$ cat config.mk
export PLATFORM = sky130hd
export DESIGN_NAME = matrix_result_uart_tx_flat
export DESIGN_NICKNAME = d
export VERILOG_FILES = /design/src/rtl/matrix_result_uart_tx_if.sv /design/src/rtl/matrix_result_uart_tx.sv /design/src/flat_wrapper.sv
export SDC_FILE = /design/constraint.sdc
export NUM_CORES = 1
export LEC_CHECK = 0
export ABC_AREA = 1
export CAP_MARGIN = 10
export CORE_MARGIN = 4
export CORE_UTILIZATION = 40
export CTS_BUF_LIST = sky130_fd_sc_hd__clkbuf_16
export DETAILED_ROUTE_END_ITERATION = 10
export GPL_TIMING_DRIVEN = 1
export HOLD_SLACK_MARGIN = 0.05
export PLACE_DENSITY_LB_ADDON = 0.25
export SETUP_SLACK_MARGIN = 0.2
export SLEW_MARGIN = 20
export SYNTH_ARGS = -nofsm -noshare
export SYNTH_HDL_FRONTEND = slang
export SYNTH_SLANG_ARGS = --single-unit
$ cat constraint.sdc
create_clock -name clk -period 7.7 [get_ports clk]
set_input_delay 1.155 -clock clk [delete_from_list [all_inputs] [get_ports clk]]
set_output_delay 1.155 -clock clk [all_outputs]
set_load 0.005 [all_outputs]
$ cat src/rtl/matrix_result_uart_tx_if.sv
// matrix_result_uart_tx_if
//   Bundles the result-store read port, the frame request/status handshake
//   and the UART line of matrix_result_uart_tx.
//   send      : frame request (host/controller -> transmitter)
//   rd_index  : element index presented to the result store
//   rd_data   : element value, valid 2 cycles after rd_index changes
//   tx        : UART 8N1 serial output, idle high
//   busy      : high while a frame is in progress
//   done      : one-cycle pulse at frame end
//   last_byte : byte currently or most recently on tx
//   master = transmitter side, slave = store/controller side.
interface matrix_result_uart_tx_if #(
    parameter int DATA_WIDTH = 8
);
    logic                      send;
    logic [3:0]                rd_index;
    logic [2*DATA_WIDTH-1:0]   rd_data;
    logic                      tx;
    logic                      busy;
    logic                      done;
    logic [7:0]                last_byte;

    modport master (
        input  send, rd_data,
        output rd_index, tx, busy, done, last_byte
    );

    modport slave (
        output send, rd_data,
        input  rd_index, tx, busy, done, last_byte
    );
endinterface

$ cat src/rtl/matrix_result_uart_tx.sv
// matrix_result_uart_tx
//   Streams the 3x3 result matrix over UART 8N1 as one frame:
//   HEADER, {MSB byte, LSB byte} per element, then an 8-bit checksum
//   (sum mod 256 of all element bytes, header excluded).
//   Ports:
//     clk : system clock, rising edge
//     rst : asynchronous active-high reset
//     bus : matrix_result_uart_tx_if.master (send, rd_index, rd_data,
//           tx, busy, done, last_byte)
module matrix_result_uart_tx #(
    parameter int         DATA_WIDTH   = 8,
    parameter int         NUM_ELEMS    = 9,
    parameter int         CLKS_PER_BIT = 434,
    parameter logic [7:0] HEADER       = 8'hA5
) (
    input  logic                    clk,
    input  logic                    rst,
    matrix_result_uart_tx_if.master bus
);

    // Counter is at least one bit wide so CLKS_PER_BIT=1 still works.
    localparam int              CW        = (CLKS_PER_BIT > 1) ? $clog2(CLKS_PER_BIT) : 1;
    localparam logic [CW-1:0]   CNT_MAX   = CW'(CLKS_PER_BIT - 1);
    localparam logic [3:0]      LAST_ELEM = 4'(NUM_ELEMS - 1);

    typedef enum logic [2:0] {IDLE, HDR, HI, LO, CSUM} state_t;

    state_t        state;
    state_t        next_state;
    logic [CW-1:0] clk_cnt;
    logic [3:0]    bit_idx;    // 0 = start, 1..8 = data, 9 = stop
    logic [3:0]    elem_idx;
    logic [7:0]    shreg;
    logic [7:0]    elem_lo;
    logic [7:0]    csum;
    logic [7:0]    next_byte;
    logic          bit_end;
    logic          byte_end;

    logic          tx_r;
    logic          busy_r;
    logic          done_r;
    logic [3:0]    rd_index_r;
    logic [7:0]    last_byte_r;

    assign bus.tx        = tx_r;
    assign bus.busy      = busy_r;
    assign bus.done      = done_r;
    assign bus.rd_index  = rd_index_r;
    assign bus.last_byte = last_byte_r;

    // Byte to load when the current byte's stop bit ends. The MSB byte
    // comes straight from rd_data, captured on that same cycle.
    always_comb begin
        bit_end    = (clk_cnt == CNT_MAX);
        byte_end   = bit_end && (bit_idx == 4'd9);
        next_byte  = HEADER;
        next_state = IDLE;
        case (state)
            HDR: begin
                next_byte  = bus.rd_data[2*DATA_WIDTH-1 -: 8];
                next_state = HI;
            end
            HI: begin
                next_byte  = elem_lo;
                next_state = LO;
            end
            LO: begin
                if (elem_idx == LAST_ELEM) begin
                    next_byte  = csum;
                    next_state = CSUM;
                end else begin
                    next_byte  = bus.rd_data[2*DATA_WIDTH-1 -: 8];
                    next_state = HI;
                end
            end
            default: ;
        endcase
    end

    always_ff @(posedge clk or posedge rst) begin
        if (rst) begin
            state       <= IDLE;
            clk_cnt     <= '0;
            bit_idx     <= '0;
            elem_idx    <= '0;
            shreg       <= '0;
            elem_lo     <= '0;
            csum        <= '0;
            tx_r        <= 1'b1;
            busy_r      <= 1'b0;
            done_r      <= 1'b0;
            rd_index_r  <= '0;
            last_byte_r <= '0;
        end else begin
            done_r <= 1'b0;
            if (state == IDLE) begin
                tx_r       <= 1'b1;
                busy_r     <= 1'b0;
                rd_index_r <= '0;
                clk_cnt    <= '0;
                bit_idx    <= '0;
                if (bus.send) begin
                    state       <= HDR;
                    busy_r      <= 1'b1;
                    tx_r        <= 1'b0;
                    shreg       <= HEADER;
                    last_byte_r <= HEADER;
                    csum        <= '0;
                    elem_idx    <= '0;
                end
            end else if (!bit_end) begin
                clk_cnt <= clk_cnt + 1'b1;
            end else begin
                clk_cnt <= '0;
                if (!byte_end) begin
                    bit_idx <= bit_idx + 1'b1;
                    tx_r    <= (bit_idx == 4'd8) ? 1'b1 : shreg[bit_idx[2:0]];
                end else begin
                    bit_idx <= '0;
                    if (state == CSUM) begin
                        state      <= IDLE;
                        tx_r       <= 1'b1;
                        busy_r     <= 1'b0;
                        done_r     <= 1'b1;
                        rd_index_r <= '0;
                    end else begin
                        // Next start bit begins immediately: no idle gap.
                        state       <= next_state;
                        tx_r        <= 1'b0;
                        shreg       <= next_byte;
                        last_byte_r <= next_byte;
                        csum        <= csum + next_byte;
                        if (state == HDR) begin
                            elem_lo <= bus.rd_data[7:0];
                        end
                        if (state == LO && elem_idx != LAST_ELEM) begin
                            elem_idx <= elem_idx + 4'd1;
                            elem_lo  <= bus.rd_data[7:0];
                        end
                        // Fetch the next element as its preceding LO byte starts.
                        if (state == HI && elem_idx != LAST_ELEM) begin
                            rd_index_r <= elem_idx + 4'd1;
                        end
                    end
                end
            end
        end
    end

endmodule
$ cat src/flat_wrapper.sv
// flat-port wrapper written by rule: the top's interface ports become plain ports
module matrix_result_uart_tx_flat 
#(
    parameter int         DATA_WIDTH   = 8,
    parameter int         NUM_ELEMS    = 9,
    parameter int         CLKS_PER_BIT = 434,
    parameter logic [7:0] HEADER       = 8'hA5
)
  (clk, rst, bus_send, bus_rd_data, bus_rd_index, bus_tx, bus_busy, bus_done, bus_last_byte);
  matrix_result_uart_tx_if #(.DATA_WIDTH(DATA_WIDTH)) bus_i ();
  input  logic clk;
  input  logic rst;
  input wire logic [$bits(bus_i.send)-1:0] bus_send;
  input wire logic [$bits(bus_i.rd_data)-1:0] bus_rd_data;
  output wire logic [$bits(bus_i.rd_index)-1:0] bus_rd_index;
  output wire logic [$bits(bus_i.tx)-1:0] bus_tx;
  output wire logic [$bits(bus_i.busy)-1:0] bus_busy;
  output wire logic [$bits(bus_i.done)-1:0] bus_done;
  output wire logic [$bits(bus_i.last_byte)-1:0] bus_last_byte;
  assign bus_i.send = bus_send;
  assign bus_i.rd_data = bus_rd_data;
  assign bus_rd_index = bus_i.rd_index;
  assign bus_tx = bus_i.tx;
  assign bus_busy = bus_i.busy;
  assign bus_done = bus_i.done;
  assign bus_last_byte = bus_i.last_byte;
  matrix_result_uart_tx #(.DATA_WIDTH(DATA_WIDTH), .NUM_ELEMS(NUM_ELEMS), .CLKS_PER_BIT(CLKS_PER_BIT), .HEADER(HEADER)) u_core (.clk(clk), .rst(rst), .bus(bus_i));
endmodule
# Word-level counts from Yosys, hierarchy flattened
# Cells that the tools add are included.
[totals]
regBits = 51
latch_bits = 0
ram_bits = 0
mem_bits_ro = 0
out_inout_bits = 15
wordCells = 98
n_memories = 0
[classes]
add_sub_neg = 4
multipliers = 0
n_div = 0
order_cmp = 1
n_eq_ne = 11
shift = 0
mux = 53
bitwise = 2
n_reduce_logical = 16
[op_table]
columns = ["op", "n"]
rows = [
  ["8-bit 2-to-1 mux", 13],
  ["4-bit 2-to-1 mux", 14],
  ["8-bit case mux with 3 select lines", 1],
  ["3-bit 2-to-1 mux", 6],
  ["9-bit 2-to-1 mux", 2],
  ["1-bit 2-to-1 mux", 15],
  ["4-bit == test, second input constant", 3],
  ["5-bit AND reduction", 2],
  ["2-bit nonzero test", 5],
  ["9-bit by 1-bit adder with 9-bit output, second input constant", 1],
  ["9-bit == test, second input constant", 1],
  ["3-bit case mux with 3 select lines", 1],
  ["3-bit AND reduction", 3],
  ["4-bit by 1-bit adder with 4-bit output, second input constant", 2],
  ["8-bit adder", 1],
  ["3-bit by 2-bit == test with 1-bit output, second input constant", 2],
  ["3-bit by 4-bit less-than comparator with 1-bit output, second input constant", 1],
  ["4-bit inequality test, second input constant", 1],
  ["4-bit AND reduction", 1],
  ["1-bit binary-select mux with 3-bit select", 1],
  ["3-bit by 1-bit == test with 1-bit output, second input constant", 1],
  ["3-bit == test, second input constant", 1],
  ["1-bit logical AND", 3],
  ["3-bit zero test", 1],
  ["other kinds (4)", 5],
]

# Logic depth before layout (Yosys ltp)
# Gate-level depths: netlist of run 1.
[logic_depth]
word_depth = 8
depth_mapped = 16
mapped_depth_nobuf = 16

# Worst setup path after synthesis of run 1
# No wires, ideal clock.
[synth_timing]
path_type = "input -> register"
start = "input port bus_rd_data[10]"
end = "register u_core.csum[5]"
arrival_time_ns = 2.370
required_ns = 7.574
path_slack_ns = 5.204
path_stages = 9
cell_sequence = "nand2_1 o211ai_1 ha_1 nand3_1 nand2_1 a21boi_0 or2_2 nand3_1 o21ai_0"
[synth_via]
elab_chain_cells = 7
[synth_rtl]
columns = ["item", "line", "rtl"]
rows = [
  ["from (decl)", "flat_wrapper.sv:14", "input wire logic [$bits(bus_i.rd_data)-1:0] bus_rd_data;"],
  ["8-bit 2-to-1 mux", "matrix_result_uart_tx.sv:69", "if (elem_idx == LAST_ELEM) begin"],
  ["8-bit case mux with 3 select lines (*)", "matrix_result_uart_tx.sv:59", "case (state)"],
  ["8-bit adder (*)", "matrix_result_uart_tx.sv:133", "csum <= csum + next_byte;"],
  ["8-bit 2-to-1 mux (*)", "matrix_result_uart_tx.sv:121", "if (state == CSUM) begin"],
  ["8-bit 2-to-1 mux (*)", "matrix_result_uart_tx.sv:116", "if (!byte_end) begin"],
  ["8-bit 2-to-1 mux (*)", "matrix_result_uart_tx.sv:112", "end else if (!bit_end) begin"],
  ["8-bit 2-to-1 mux (*)", "matrix_result_uart_tx.sv:97", "if (state == IDLE) begin"],
  ["to (signal assigned)", "matrix_result_uart_tx.sv:133", ""],
  ["to (decl)", "matrix_result_uart_tx.sv:35", "logic [7:0] csum;"],
]
# Mark *: on every way between the ends. The rest lies on a longest branch, timed or not. The select of a mux whose other input is x is not followed.
# A chain may end at the register's enable or synchronous reset.

# Final worst setup path of run 1
[layout_timing]
start = "register u_core.elem_idx[0]"
end = "register u_core.csum[6]"
[layout_via]
elab_chain_cells = 8
[layout_rtl]
columns = ["item", "line", "rtl"]
rows = [
  ["from (decl)", "matrix_result_uart_tx.sv:32", "logic [3:0] elem_idx;"],
  ["from (signal assigned)", "matrix_result_uart_tx.sv:138", "elem_idx <= elem_idx + 4'd1;"],
  ["4-bit == test", "matrix_result_uart_tx.sv:69", ""],
  ["8-bit 2-to-1 mux", "matrix_result_uart_tx.sv:69", ""],
  ["8-bit case mux with 3 select lines", "matrix_result_uart_tx.sv:59", ""],
  ["8-bit adder", "matrix_result_uart_tx.sv:133", ""],
  ["8-bit 2-to-1 mux", "matrix_result_uart_tx.sv:121", ""],
  ["8-bit 2-to-1 mux", "matrix_result_uart_tx.sv:116", ""],
  ["8-bit 2-to-1 mux", "matrix_result_uart_tx.sv:112", ""],
  ["8-bit 2-to-1 mux", "matrix_result_uart_tx.sv:97", ""],
]
# Every way passes these cells. The select of a mux whose other input is x is not followed.

==> results.yml, run 1 <==
clock_tree:
  htree_levels: 2
  insertion_delay_ps: 290
  clkTransAtPathRegs_ps: 70
  post_cts_buffers: 0
  clock-sinks: 51
  ctsHoldBuffers: 0
  clockBufferDepth: 2
  cts_tree: "done"
  cts_root_buffer: "clkbuf_16"
  cts_inserted_buffers: 5
  cts_resized: 0
timing:
  slew_headroom_pct: 41.7
  finalMaxSlewViolations: 0
  timing.final.hold_violations: 0
  max_freq_mhz: 356
  fin_crit_sh_pct: 36.5
  period_minus_slack_ps: 2810
  setup_viol_count_final: 0
  finClkSkew_ps: 9.77
  rsz0062_at_grt: "false"
  fin_setup_tns_ps: 0
  worst_pin_slew_ps: 874
placed_design:
  post-dp-hpwl_um: 4760
  globalplace.congestion: 0.911
  portBuffers: 33
yosys:
  yosysWarnings: 0
  synth_area_per_cell_um2: 8.33
  ys_ff_latch: 51
  syn-num-nets: 393
  netlist_area_um2: 2990
  seq_area_frac_synth_pct: 42.7
  async_reset_ff_share_pct: 100
  ys_types: 41
  synth_flop_cell: "dfrtp_1"
  synth_edf_count: 0
  synthCells: 359
critical_path:
  path_class: "flop to flop"
  cp.required_ps: 7860
  path_cells: "inv_1 -> ha_1 -> nand2_1 -> nor2_2 -> nand2_2 -> o211ai_1 -> ha_1 -> inv_1 -> fa_1 -> inv_1 -> nand4_1 -> nand3_1 -> nand2_1 -> nand2_1 -> o21ai_0"
  slowest_delay_ps: 420
  cp-end-kind: "flop"
  regToRegSetupSlack_ps: 4890
  r2r-start: "u_core.elem_idx[0]$_DFFE_PP0P_"
  worstPathArrival_ps: 2970
  r2r_cells: 15
  crit_path_start_kind: "flop"
  crit_buf_inv: 3
  r2r_end: "u_core.csum[6]$_DFFE_PP0P_"
  critPathTopFamily: "simple AND/OR/NAND/NOR gates"
  worst-path-max-fanout: 8
  slowest_stage: "dfrtp_1"
power:
  pwr-share-clk_pct: 41.4
  combPwrFrac_pct: 6.2
  cellPowerDensity_nw_per_um2: 145
  p_int_mw: 0.400
  switching_share_pct: 21.9
  total_leakage_power_nw: 1.64
  ir_drop_mv: 0.0736
  seqPwrFrac_pct: 52.4
  p_switching_mw: 0.112
global_route:
  grt_pass1_vias: 2407
  overflow: 0
  grt_pass1_wl_um: 11100
  grt_max_degree: 52
  grt_usage_pct: 15.7
  grt_antenna_before_repair: 0
cells_and_area:
  fin_nets: 428
  drive_gt1_share_pct: 10.4
  antenna_cells: 0
  synthToLayoutAreaGrowth_pct: 18.2
  final_util_pct: 48.7
worst_hold_path:
  hold_depth: 2
  hp-class: "flop to flop"
  holdCritStartpoint: "u_core.bus.tx$_DFFE_PP1P_"
  worstHoldEndpoint: "u_core.bus.tx$_DFFE_PP1P_"
detailed_routing:
  postRouteAntennaNets: 0
  wirelength_um: 6180
  vias: 2398
  drt_iter0_drc: 95
  drt_drc_violations_left: 0
  dr.pass1.iters: 4
  viasPerCell: 4.85
  wl_per_cell_um: 12.5
die:
  die_width_um: 94.4
  design.die.area_um2: 8920
  row_count: 31
  boundaryPins: 34
  die_y_um: 94.4
  start_util_pct: 41.2
  core_area_um2: 7250
run_status:
  status: "finished clean"
job:
  drv_cap: 0
==> cells by family after synthesis <==
group	after synthesis	synth area share, %
simple gates	177	28.3
flops	51	42.7
compound gates	61	13.3
xor+xnor	5	1.47
buf+inv	50	7.70
fa+ha+maj	15	6.53
==> state kept, by name, summed over array words and instances, names as in the netlist <==
register,cells
u_core.bus.busy,1
u_core.bit_idx,4
u_core.elem_lo,8
u_core.bus.tx,1
u_core.state,3
u_core.clk_cnt,9
u_core.elem_idx,4
u_core.bus.rd_index,4
u_core.csum,8
u_core.bus.done,1
u_core.shreg,8
==> metrics by stage <==
stage               power (mW)  setup slack [ps]  instances  hold WS [ps]  area (µm²)
global placement         0.305              4680        486           456        3390
detailed placement       0.305              4600        486           457        3390
finish                   0.512              4890        494           469        3530
CTS                      0.518              4880        494           469        3530
floorplan                0.291              5200        359           437        2990
global route             0.534              4660        494           481        3530
==> metal layers <==
layer	vias to the layer above	share of wire (%)	track usage [%]
met5	-	0	0
met4	0	1.6	5.42
met3	7	4.0	2.71
met2	38	46	25.0
met1	1111	49	21.4
li1	1242	-	-
==> synth_stat cells (2+ instances only) <==
master	count	area share (%)
ha_1	14	5.9
o21ai_2	4	1.2
o21ai_1	5	0.84
dfrtp_1	50	42
nor2_4	2	0.75
nand3_1	31	5.2
nand4_1	3	0.63
nor2_1	16	2.0
nor2_8	3	2.0
nand2_1	101	13
inv_1	39	4.9
o21ai_0	20	3.3
o22ai_2	4	1.7
o211ai_1	8	2.0
nand2_2	4	0.84
xnor2_1	3	0.88
nor2_2	3	0.63
xor2_1	2	0.59
buf_6	2	0.75
inv_2	3	0.38
a21oi_1	14	2.3
inv_6	2	0.59
nor3_1	7	1.2
or2_2	2	0.42
==> layout by cell type (no fill, tap or decap), drive strengths merged <==
| cell | Yosys | routed |
|---|---|---|
| clkbuf | 1 | 5 |
| nor3b | 1 | 1 |
| nor2 | 24 | 24 |
| a31oi | 1 | 1 |
| dfstp | 1 | 1 |
| or2 | 2 | 2 |
| inv | 45 | 45 |
| nor3 | 7 | 7 |
| clkinv | 0 | 3 |
| and3 | 1 | 1 |
| nand4 | 4 | 4 |
| nand2 | 107 | 107 |
| xor2 | 2 | 2 |
| fa | 1 | 1 |
| o21ai | 29 | 29 |
| xnor2 | 3 | 3 |
| ha | 14 | 14 |
| clkdlybuf4s50 | 0 | 33 |
| o211ai | 9 | 9 |
| nand3 | 31 | 31 |
| a21oi | 16 | 16 |
| dfrtp | 50 | 50 |
| o22ai | 5 | 5 |
| a21boi | 1 | 1 |
==> layout make-up <==
type | count | area [µm²]
Clock buffer | 5 | 125
Clock inverter | 3 | 11.3
Fill cell | 713 | 3720
Inverter | 45 | 183
Multi-Input combinational cell | 258 | 1480
Sequential cell | 51 | 1280
Tap cell | 99 | 124
Timing Repair Buffer | 33 | 330
==> power groups by stage <==
stage / Sequential (mW) / Clock, mW / Combinational (mW)
finish: 0.268 / 0.212 / 0.0319
global route: 0.268 / 0.230 / 0.0365
CTS: 0.268 / 0.218 / 0.0325
detailed placement: 0.273 / 0 / 0.0322
global placement: 0.273 / 0 / 0.0320
floorplan: 0.273 / 0 / 0.0179
==> worst min-delay path, cell delays in order, from the launching register on <==
cell	delay (ps)
dfstp_2	370
nand2_1	50
nand2_1	50
==> how the worst max path moves through the flow <==
stage | start | end | depth (start not counted)
floorplan | bus_rd_data[10] | u_core.csum[5]$_DFFE_PP0P_ | 9
global placement | bus_rd_data[10] | u_core.csum[5]$_DFFE_PP0P_ | 10
detailed placement | bus_rd_data[8] | u_core.csum[6]$_DFFE_PP0P_ | 12
CTS | u_core.elem_idx[0]$_DFFE_PP0P_ | u_core.csum[6]$_DFFE_PP0P_ | 15
global route | u_core.elem_idx[0]$_DFFE_PP0P_ | u_core.csum[6]$_DFFE_PP0P_ | 15
finish | u_core.elem_idx[0]$_DFFE_PP0P_ | u_core.csum[6]$_DFFE_PP0P_ | 15
(Power assumes the default switching activity.)
==> run 2, diff against run 1 <==
- clock period: 7.7 -> 2.4 ns (I/O delays scaled with it)
==> run 2 against run 1 <==
Effect of this change: cell count grew 8.3%; global-route usage grew 1.3 points; sequential power grew to 3.2 times the previous value; largest cell class unchanged; non-clock buffer count grew 41; highest routed layer unchanged; critical path type unchanged.
==> results.yml, run 2 (same netlist as run 1, synthesis figures left out) <==
timing:
  worst_pin_slew_ps: 534
  fin_ws_ps: 26.5
  finalMaxSlewViolations: 0
  setup_viol_count_final: 0
  finClkSkew_ps: 4.79
  slew_headroom_pct: 64.4
  timing.final.hold_violations: 0
  fin_crit_sh_pct: 98.9
  max_freq_mhz: 421
  rsz0062_at_grt: "true"
  period_minus_slack_ps: 2370
global_route:
  overflow: 0
  grt_pass1_vias: 2575
  grt_usage_pct: 16.9
  grt_max_degree: 29
  grt_antenna_before_repair: 0
  grt_pass1_wl_um: 12100
run_status:
  status: "finished clean"
worst_hold_path:
  hp-class: "primary input to async pin"
die:
  core_area_um2: 7250
  row_count: 31
  start_util_pct: 41.2
  die_width_um: 94.4
  boundaryPins: 34
  design.die.area_um2: 8920
  die_y_um: 94.4
clock_tree:
  clkTransAtPathRegs_ps: 70
  htree_levels: 2
  cts_root_buffer: "clkbuf_16"
  clock-sinks: 51
  clockBufferDepth: 2
  cts_inserted_buffers: 5
  insertion_delay_ps: 290
  cts_tree: "done"
cells_and_area:
  final_util_pct: 54.9
  largest-register: "u_core.clk_cnt"
  synthToLayoutAreaGrowth_pct: 33.1
  final_common_cell: "nand2_1"
  fin_nets: 469
  drive_gt1_share_pct: 24.3
  seqCellArea_um2: 1280
  multi_input_area_um2: 1600
  mostFrequentLayoutCells: "nand2_1 (96), dfrtp_1 (49), buf_4 (38)"
  antenna_cells: 0
  fillers: 698
  largest_reg_flops: 9
power:
  total_leakage_power_nw: 1.86
  switching_share_pct: 22.6
  seqPwrFrac_pct: 50.5
  p_switching_mw: 0.384
  p_int_mw: 1.32
  pwr-share-clk_pct: 40.4
  ir_drop_mv: 0.242
  cellPowerDensity_nw_per_um2: 428
  combPwrFrac_pct: 9.1
critical_path:
  regToRegSetupSlack_ps: 30
  cp-end-kind: "flop"
  worst-path-max-fanout: 7
  worstPathArrival_ps: 2550
  crit_path_start_kind: "flop"
  cp.required_ps: 2570
  path_class: "flop to flop"
detailed_routing:
  postRouteAntennaNets: 0
  drt_drc_violations_left: 0
  vias: 2601
  wirelength_um: 7110
  drt_iter0_drc: 182
  viasPerCell: 4.86
  dr.pass1.iters: 4
  wl_per_cell_um: 13.3
placed_design:
  place_ws_ps: -46.2
  portBuffers: 33
  globalplace.congestion: 0.827
  post-dp-hpwl_um: 5170
job:
  drv_cap: 0
run 2: cell types whose count changed in the layout (fill, tap and decap cells not counted), moves of 3 or more:
cell	previous run	this run
buf_4	0	38
inv_1	39	34
inv_2	3	8
nand2_1	101	96
a21oi_1	14	10
a21oi_2	1	4
ha_1	14	11
nand2_2	4	7
run 2: timing repair:
item | in CTS | in global routing
setup buffers | 13 | 8
endpoints found under the setup margin | 7 | 7
resized for setup | 11 | 12
hold buffers | 0 | 0
pin swaps | 20 | 13
run 2: area by class of cell:
cell class	count	area share [%]
clock inverters	3	0.377
well taps	99	3.11
clock buffers	5	3.14
flip-flops and latches	51	32.1
repair buffers	74	16.5
multi-input cells	258	40.1
inverters	45	4.56
run 2: metrics by stage:
| stage | total power, mW | setup TNS (ps) | hold slack, ps | cells | cell area, µm² |
|---|---|---|---|---|---|
| floorplan | 0.937 | 0 | 437 | 359 | 3030 |
| global route | 1.77 | -553 | 496 | 535 | 3980 |
| detailed placement | 0.998 | -105 | 455 | 506 | 3600 |
| CTS | 1.71 | 0 | 455 | 527 | 3870 |
| finish | 1.70 | 0 | 431 | 535 | 3980 |
| global placement | 0.997 | 0 | 456 | 506 | 3600 |
run 2: power groups by stage:
stage / logic [mW] / clock network (mW) / registers [mW]
after floorplan: 0.0610 / 0 / 0.876
after global placement: 0.121 / 0 / 0.876
after detailed placement: 0.123 / 0 / 0.876
after CTS: 0.140 / 0.711 / 0.859
after global routing: 0.169 / 0.746 / 0.858
final: 0.155 / 0.688 / 0.859
run 2: final timing paths:
kind | start | to | cells after the start
max | u_core.elem_idx[1]$_DFFE_PP0P_ | u_core.csum[5]$_DFFE_PP0P_ | 14
min | rst | u_core.bus.done$_DFF_PP0_ | 2
max reg2reg | u_core.elem_idx[1]$_DFFE_PP0P_ | u_core.csum[5]$_DFFE_PP0P_ | 14
min reg2reg | u_core.elem_lo[0]$_DFFE_PP0P_ | u_core.elem_lo[0]$_DFFE_PP0P_ | 2
max in group asynchronous | rst | u_core.bus.tx$_DFFE_PP1P_ | 3
min in group clk | u_core.elem_lo[0]$_DFFE_PP0P_ | u_core.elem_lo[0]$_DFFE_PP0P_ | 2
run 2: metal layers:
| layer | GRT usage [%] | part of all wire, % |
|---|---|---|
| met2 | 27.8 | 48 |
| met1 | 23.2 | 46 |
| met4 | 4.81 | 2.0 |
| met3 | 2.47 | 3.7 |
| met5 | 0 | 0 |
run 2: critical path, cell delays in order (launching register included):
cell and delay, ps:
dfrtp_1 380, inv_2 70, ha_4 150, nand2_4 50, nor2_4 180, a21oi_4 110, nand2_1 70, o211ai_1 120
ha_1 380, nand3_1 110, nand2_2 120, a21boi_1 90, or2_2 270, nand3_1 60, o21ai_0 70
